--- src/rtl/shift_seq_pkg.sv ---
// Shared types and defaults for the shift-register sequencer.
package shift_seq_pkg;

    localparam int DEF_WIDTH = 8;
    localparam int DEF_AMT_W = 4;

    typedef enum logic [1:0] {
        ST_IDLE  = 2'd0,
        ST_LOAD  = 2'd1,
        ST_SHIFT = 2'd2,
        ST_DONE  = 2'd3
    } state_t;

endpackage

--- src/rtl/shift_sequencer_if.sv ---
// Job request channel into the sequencer.
// valid/ready: a job transfers on a rising edge where req_valid and req_ready are
// both high; the source holds req_data/req_amt/req_arith stable while req_valid waits.
interface shift_sequencer_if
    import shift_seq_pkg::*;
#(
    parameter int WIDTH = DEF_WIDTH,
    parameter int AMT_W = DEF_AMT_W
);
    logic             req_valid;
    logic             req_ready;
    logic [WIDTH-1:0] req_data;
    logic [AMT_W-1:0] req_amt;
    logic             req_arith;

    modport master (
        output req_valid,
        output req_data,
        output req_amt,
        output req_arith,
        input  req_ready
    );

    modport slave (
        input  req_valid,
        input  req_data,
        input  req_amt,
        input  req_arith,
        output req_ready
    );
endinterface

--- src/rtl/shift_amt_counter.sv ---
// Loadable down-counter for the remaining shift count; last flags one shift left.
module shift_amt_counter #(
    parameter int AMT_W = 4
) (
    input  logic             clk,
    input  logic             reset,
    input  logic             load,
    input  logic [AMT_W-1:0] load_val,
    input  logic             dec,
    output logic             last
);
    logic [AMT_W-1:0] cnt;

    always_ff @(posedge clk) begin
        if (reset) begin
            cnt <= '0;
        end else if (load) begin
            cnt <= load_val;
        end else if (dec && (cnt != '0)) begin
            cnt <= cnt - 1'b1;
        end
    end

    assign last = (cnt == AMT_W'(1));
endmodule

--- src/rtl/shift_sequencer.sv ---
// Sequences an external right-shift register: load, N shifts, capture Q.
// All register controls are decoded from the state register only.
module shift_sequencer
    import shift_seq_pkg::*;
#(
    parameter int WIDTH = DEF_WIDTH,
    parameter int AMT_W = DEF_AMT_W
) (
    input  logic             clk,
    input  logic             reset,
    shift_sequencer_if.slave req,
    output logic             reg_load_n,
    output logic [WIDTH-1:0] reg_load_val,
    output logic             reg_shift,
    output logic             reg_asr,
    output logic             reg_reset_n,
    input  logic [WIDTH-1:0] reg_q,
    output logic             busy,
    output logic             done,
    output logic [WIDTH-1:0] result,
    output logic             result_valid,
    output state_t           dbg_state
);
    state_t           state_q, state_d;
    logic [WIDTH-1:0] data_q;
    logic [AMT_W-1:0] amt_q;
    logic             arith_q;
    logic [WIDTH-1:0] result_q;
    logic             result_valid_q;
    logic             accept;
    logic             cnt_last;
    logic [AMT_W-1:0] amt_clamped;

    assign accept      = (state_q == ST_IDLE) && req.req_valid;
    // Shifting further than WIDTH changes nothing, so the amount saturates there.
    assign amt_clamped = (req.req_amt > AMT_W'(WIDTH)) ? AMT_W'(WIDTH) : req.req_amt;

    always_ff @(posedge clk) begin
        if (reset) begin
            state_q        <= ST_IDLE;
            data_q         <= '0;
            amt_q          <= '0;
            arith_q        <= 1'b0;
            result_q       <= '0;
            result_valid_q <= 1'b0;
        end else begin
            state_q <= state_d;
            if (accept) begin
                data_q         <= req.req_data;
                amt_q          <= amt_clamped;
                arith_q        <= req.req_arith;
                result_valid_q <= 1'b0;
            end
            if (state_q == ST_DONE) begin
                result_q       <= reg_q;
                result_valid_q <= 1'b1;
            end
        end
    end

    always_comb begin
        state_d = state_q;
        case (state_q)
            ST_IDLE:  if (req.req_valid) state_d = ST_LOAD;
            ST_LOAD:  state_d = (amt_q != '0) ? ST_SHIFT : ST_DONE;
            ST_SHIFT: if (cnt_last) state_d = ST_DONE;
            ST_DONE:  state_d = ST_IDLE;
            default:  state_d = ST_IDLE;
        endcase
    end

    shift_amt_counter #(.AMT_W(AMT_W)) u_cnt (
        .clk      (clk),
        .reset    (reset),
        .load     (state_q == ST_LOAD),
        .load_val (amt_q),
        .dec      (state_q == ST_SHIFT),
        .last     (cnt_last)
    );

    assign req.req_ready = (state_q == ST_IDLE);
    assign busy          = (state_q != ST_IDLE);
    assign reg_load_n    = (state_q != ST_LOAD);
    assign reg_load_val  = data_q;
    assign reg_shift     = (state_q == ST_SHIFT);
    assign reg_asr       = (state_q == ST_SHIFT) && arith_q;
    assign reg_reset_n   = ~reset;
    assign done          = (state_q == ST_DONE);
    assign result        = result_q;
    assign result_valid  = result_valid_q;
    assign dbg_state     = state_q;
endmodule

--- src/flat_wrapper.sv ---
// flat-port wrapper written by rule: the top's interface ports become plain ports
module shift_sequencer_flat import shift_seq_pkg::*;
#(
    parameter int WIDTH = DEF_WIDTH,
    parameter int AMT_W = DEF_AMT_W
)
  (clk, reset, reg_load_n, reg_load_val, reg_shift, reg_asr, reg_reset_n, reg_q, busy, done, result, result_valid, dbg_state, req_req_valid, req_req_data, req_req_amt, req_req_arith, req_req_ready);
  shift_sequencer_if #(.WIDTH(WIDTH), .AMT_W(AMT_W)) req_i ();
  input  logic clk;
  input  logic reset;
  output logic reg_load_n;
  output logic [WIDTH-1:0] reg_load_val;
  output logic reg_shift;
  output logic reg_asr;
  output logic reg_reset_n;
  input  logic [WIDTH-1:0] reg_q;
  output logic busy;
  output logic done;
  output logic [WIDTH-1:0] result;
  output logic result_valid;
  output state_t dbg_state;
  input wire logic [$bits(req_i.req_valid)-1:0] req_req_valid;
  input wire logic [$bits(req_i.req_data)-1:0] req_req_data;
  input wire logic [$bits(req_i.req_amt)-1:0] req_req_amt;
  input wire logic [$bits(req_i.req_arith)-1:0] req_req_arith;
  output wire logic [$bits(req_i.req_ready)-1:0] req_req_ready;
  assign req_i.req_valid = req_req_valid;
  assign req_i.req_data = req_req_data;
  assign req_i.req_amt = req_req_amt;
  assign req_i.req_arith = req_req_arith;
  assign req_req_ready = req_i.req_ready;
  shift_sequencer #(.WIDTH(WIDTH), .AMT_W(AMT_W)) u_core (.clk(clk), .reset(reset), .req(req_i), .reg_load_n(reg_load_n), .reg_load_val(reg_load_val), .reg_shift(reg_shift), .reg_asr(reg_asr), .reg_reset_n(reg_reset_n), .reg_q(reg_q), .busy(busy), .done(done), .result(result), .result_valid(result_valid), .dbg_state(dbg_state));
endmodule
--- config.mk ---
export PLATFORM = sky130hd
export DESIGN_NAME = shift_sequencer_flat
export DESIGN_NICKNAME = d
export VERILOG_FILES = /design/src/rtl/shift_seq_pkg.sv /design/src/rtl/shift_sequencer_if.sv /design/src/rtl/shift_amt_counter.sv /design/src/rtl/shift_sequencer.sv /design/src/flat_wrapper.sv
export SDC_FILE = /design/constraint.sdc
export NUM_CORES = 1
export LEC_CHECK = 0
export CORE_UTILIZATION = 47
export CTS_BUF_LIST = sky130_fd_sc_hd__clkbuf_8
export CTS_CLUSTER_DIAMETER = 80
export CTS_CLUSTER_SIZE = 12
export DETAILED_ROUTE_END_ITERATION = 7
export PLACE_DENSITY = 0.86
export REMOVE_ABC_BUFFERS = 1
export SYNTH_ARGS = -nofsm -noshare
export SYNTH_HDL_FRONTEND = slang
export SYNTH_SLANG_ARGS = --single-unit
--- constraint.sdc ---
create_clock -name clk -period 3.65 [get_ports clk]
set_input_delay 0.73 -clock clk [delete_from_list [all_inputs] [get_ports clk]]
set_output_delay 0.73 -clock clk [all_outputs]
set_load 0.005 [all_outputs]
==> Yosys cells after proc, flatten, opt, wreduce, memory -nomap -nowiden <==
Cells that the tools add are included.
{ "totals": {"register_bits": 28, "latch_bits": 0, "mem_bits_rw": 0, "mem_bits_ro": 0, "inputBits": 24, "output_inout_bits": 26, "wordCells": 36, "mem_count": 0} }
{ "classes": {"add_sub_neg": 1, "n_mul": 0, "n_div": 0, "n_lt_le_gt_ge": 1, "n_eq_ne": 7, "shifts": 0, "muxes": 9, "bitwise_logic": 1, "n_reduce_logical": 10} }
{ "op_table": {"columns": ["cell", "count"], "rows": [
  ["2-to-1 mux 4 bit", 3],
  ["one-hot mux 2 bit (4 select lines)", 1],
  ["nonzero test 4 bit", 2],
  ["nonzero test 2 bit", 3],
  ["== test 2 bit, second input constant", 2],
  ["== test 4 x 1 -> 1 bit, second input constant", 1],
  ["greater-than comparator 4 bit, second input constant", 1],
  ["2-to-1 mux 2 bit", 2],
  ["inequality test 2 x 1 -> 1 bit, second input constant", 2],
  ["subtractor 4 x 1 -> 4 bit, second input constant", 1],
  ["logical AND 1 bit", 3],
  ["2-to-1 mux 1 bit", 3],
  ["== test 2 x 1 -> 1 bit, second input constant", 1],
  ["logical NOT 2 bit", 1],
  ["inequality test 2 bit, second input constant", 1],
  ["AND reduction 2 bit", 1],
  ["NOT 1 bit", 1]
]} }

==> Depth between registers and ports, before layout <==
{ "logic_depth": {"word_depth": 4, "ltp_mapped": 6, "depth_no_buf": 5} }

==> Cells and area by module <==
From an unflattened synthesis, not the netlist that was laid out.
{ "unflattened": {"cells_unflattened": 143, "area_unflattened_um2": 1293.7} }
{ "by_module_without_submodules": {"columns": ["mod", "instances", "cells_per_inst", "area_per_inst_um2"], "rows": [
  ["shift_sequencer", 1, 110, 1007.2],
  ["shift_amt_counter", 1, 33, 286.5]
]} }

==> Worst setup path after synthesis <==
No wires, ideal clock.
{ "synth_path": {"kind": "in2out", "from": "input reset", "to": "output reg_reset_n", "arrival_time_ns": 1.101, "t_required_ns": 2.920, "slack_ns": 1.819, "cell_stages": 2, "n_path_buf": 1, "path_cell_list": "clkbuf_1 -> inv_1"} }
{ "synth_between": {"elab_chain_len": 1} }
{ "synth_rtl": {"columns": ["item", "line", "source"], "rows": [
  ["start, declared", "flat_wrapper.sv:10", "input logic reset;"],
  ["NOT 1 bit", "shift_sequencer.sv:87", "assign reg_reset_n = ~reset;"],
  ["end, declared", "flat_wrapper.sv:15", "output logic reg_reset_n;"]
]} }
Every way passes these cells.

==> Final worst setup path <==
Same ends and word-level chain as after synthesis.

==> summary.md <==
| Metric | Value |
|---|---|
| Full die area | 2850 um2 |
| Post-CTS repair timing setup buffer count | 0 |
| Synth Area in Adders | 6.05% |
| Crit path time final | 2560 ps |
| Synth top cells by count | 28 x sky130_fd_sc_hd__dfxtp_1, 26 x sky130_fd_sc_hd__nand2_1, 15 x sky130_fd_sc_hd__a21oi_1 |
| Leak | 0.671 nW |
| Outcome | completed |
| Via count of the first global-routing pass | 1,056 |
| Max incr delay on CP | 520 ps |
| Dominant combinational cell family by area after synthesis | simple AND/OR/NAND/NOR gates |
| Largest buffer count on any clock path | 2 |
| Multiplexer share of the synthesized area | 6.46% |
| Synth area leader | sky130_fd_sc_hd__dfxtp_1 |
| Combined buffer and inverter count along the critical path | 3 |
| Part of the total power dissipated in combinational logic | 45.7% |
| Synth area leaders | sky130_fd_sc_hd__dfxtp_1 45%, sky130_fd_sc_hd__nand2_1 7.9%, sky130_fd_sc_hd__mux2i_1 6.5%, sky130_fd_sc_hd__a21oi_1 6.1%, sky130_fd_sc_hd__ha_1 6.1% |
| Area added between synthesis and finish | 45.2% |
| Share of cells above drive strength 1 | 3.14% |
| Worst supply voltage drop on vdd | 0.426 mV |
| Most used DFF post-synth | sky130_fd_sc_hd__dfxtp_1 |
| Yosys synthesis warning count | 0 |
| Portion of total power attributed to sequential cells | 37.7% |
| Most numerous cell on the critical path | sky130_fd_sc_hd__clkdlybuf4s50_1 |
| Number of antenna violations at the first check in global routing | 0 |
| Clock tree from TritonCTS | done |
| Crit-path leading delay family | buffers and inverters |
| Synthesized flop and latch total | 28 |
| Die height | 53.4 um |
| Crit path cell chain | clkdlybuf4s50_1, inv_1, clkdlybuf4s50_1 |
| Arrival time of data at the critical path endpoint | 1830 ps |
| Fraction of the mapped netlist area in simple logic gates | 22.6% |
| Overflow left after global routing | 0 |
| Post-Route Utilization | 72.7% |
| # fillers | 190 |
| Global-route wire length before repair | 4.66 mm |
| Resized cells post-CTS | 0 |
| Post-DP HPWL | 2.17 mm |
| Overall global routing resource usage | 22.5% |
| Routed wire length | 2.98 mm |
| Startpoint of the worst-slack reg-to-reg timing path | u_core.dbg_state[0] |
| # H-tree levels | 1 |
| I/O pin cnt | 50 |
| EDFF count, synth | 0 |
| Switching component of the power | 0.000395 W |
| Endpoint kind of the worst setup timing path | primary output |
| Internal reg-to-reg setup slack | 1740 ps |
| Final total negative setup slack | 0 ps |
| Area share of the leading cell type in the synthesized netlist | 45.2% |
| Clk Latency, worst-skew pair | 270 ps |
| Largest clock skew in the final design | 3.59 ps |
| Number of I/O port buffers | 49 |
| Normalized max-slew margin | 64.6% |
| Sink Count | 28 |
| Setup repair after global routing missed its margin | no |
| Pin count of the biggest net entering global routing | 28 |
| Max-slew violation count | 0 |
| Most frequent cell after synthesis | sky130_fd_sc_hd__dfxtp_1 |
| Placed standard-cell area | 1750 um2 |
| Violation count after the first detailed-routing iteration | 23 |
| Area share of xor/xnor cells in the synthesized design | 0% |
| Hold Startpoint | u_core.arith_q |
| Clock slew seen by the registers of the worst setup and hold paths | 90 ps |
| Post-detailed-route wirelength per cell | 13.5 um |
| Switching Share | 35.2% |
| Hold WS | 456 ps |
| Final #Nets | 222 |
| Syn_area_per_cell | 8.61 um2 |
| Horizontal extent of the die | 53.4 um |
| TritonCTS buffer count | 3 |
| DRC errors left | 0 |
| Type of element launching the critical path | input pin |
| Summed area of non-filler cells in the final layout | 1800 um2 |
| Post-synthesis cell type count | 33 |
| Synthesized-area fraction occupied by ao, oa, aoi and oai cells | 14.8% |
| Share of synthesized area occupied by flip-flops and latches | 45.2% |
| Maximum achievable frequency | 0.390 GHz |
| P per Cell Area | 623 nW/um2 |
| Number of endpoints with negative hold slack in the final report | 0 |
| Cell area after technology mapping | 1240 um2 |
| DR vias | 1,186 |
| Worst path required time | 2920 ps |
| Fraction of registers with async set or reset after synthesis | 0% |
| Synthesized instance count | 144 |
| Top fanout value on the critical path | 4 |
| RD Place Congestion | 0.776 |
| Cell Rows | 18 |
| Worst Setup SP | reset |
| Total of endpoints with negative setup slack in the final report | 0 |
| Internal | 0.000726 W |
| Number of nets with antenna violations after detailed routing | 0 |
| CTS Root Buffer Type | sky130_fd_sc_hd__clkbuf_8 |
| Core area | 2480 um2 |
| Vias/cell | 5.37 |
| Period Utilization, post-route | 70.3% |
| Cell with the largest stage delay on the worst path | sky130_fd_sc_hd__clkdlybuf4s50_1 |
| Effective utilization at floorplan | 50.1% |
| Count of max-cap constraint violations | 0 |
| # diodes | 0 |
| Slew at the pin closest to its max-slew limit | 531 ps |
| Type of the most critical hold path | flip-flop to flip-flop |
| Number of hold-repair buffers added at the cts stage | 0 |
| Number of detailed-routing iterations run before antenna repair | 4 |
| Critical path class | input pin to primary output |
| Relative contribution of the clock network to total power | 16.6% |
final cells by class:
cell class | count | area, um2 | area share [%]
Multi-Input combinational cell | 101 | 619 | 34.4
Tap cell | 30 | 37.5 | 2.08
Timing Repair Buffer | 50 | 498 | 27.7
Clock buffer | 4 | 55.1 | 3.06
Inverter | 8 | 30.0 | 1.67
Sequential cell | 28 | 561 | 31.1
state kept, by name (all words and copies together), names as in the netlist:
register / flops
u_core.arith_q: 1
u_core.result: 8
u_core.amt_q: 4
u_core.reg_load_val: 8
u_core.dbg_state: 2
u_core.u_cnt.cnt: 4
u_core.result_valid: 1
path summary, 6_finish.rpt:
check | to | cells past startpoint
setup / recovery | reg_reset_n | 3
hold / removal | u_core.arith_q | 2
setup reg to reg | u_core.u_cnt.cnt[3] | 5
hold reg to reg | u_core.arith_q | 2
power by group through the flow:
stage,logic (W),registers [W],clock network [W]
6_report,0.000512,0.000422,0.000186
5_1_grt,0.000565,0.000432,0.000203
4_1_cts,0.000515,0.000421,0.000190
3_5_place_dp,0.000510,0.000428,0
3_3_place_gp,0.000491,0.000421,0
2_1_floorplan,0.000282,0.000420,0
placed cells by master, fill, tap and decap left out, drive strengths merged:
| cell | instances |
|---|---|
| and2 | 2 |
| a211o | 1 |
| o2111ai | 1 |
| nand2 | 26 |
| a211oi | 1 |
| clkdlybuf4s50 | 49 |
| nor2b | 3 |
| o31ai | 1 |
| nand3 | 2 |
| buf | 1 |
| inv | 8 |
| nor2 | 12 |
| and4b | 1 |
| ha | 6 |
| o21a | 1 |
| a21oi | 15 |
| or4b | 1 |
| o21ai | 3 |
| mux2i | 8 |
| o2111a | 1 |
| nand2b | 1 |
| a311oi | 1 |
| clkbuf | 4 |
| nor3b | 2 |
| o41ai | 1 |
| or3b | 2 |
| o211ai | 2 |
| o211a | 1 |
| nor3 | 3 |
| dfxtp | 28 |
| nand3b | 3 |
per-layer routing:
layer	wire, um	vias to the layer above	global-route usage, %
li1	-	584	-
met2	1470	43	38.1
met5	0	-	0
met3	250	2	8.05
met4	12	0	7.89
met1	1240	557	25.6
kinds of logic after synthesis:
kind of cell,after synthesis
AO/OA/AOI/OAI,29
AND/OR/NAND/NOR,58
adder cells (fa/ha/maj),6
flip-flops,28
multiplexers,8
buffers and inverters,15
worst reg2reg max path, delay by kind of cell, from the launching register on:
family | cells | cell delay [ps]
simple gates | 2 | 870
flops | 1 | 350
buf+inv | 1 | 130
fa+ha+maj | 1 | 350
compound gates | 1 | 120
through the flow:
stage	instances	setup slack [ps]	power, W
after floorplan	137	1890	0.000702
after global placement	217	1090	0.000912
after detailed placement	217	1100	0.000938
after CTS	221	1060	0.00113
after global routing	221	998	0.00120
final	221	1090	0.00112
No activity file was read; power rests on OpenSTA's default activity.
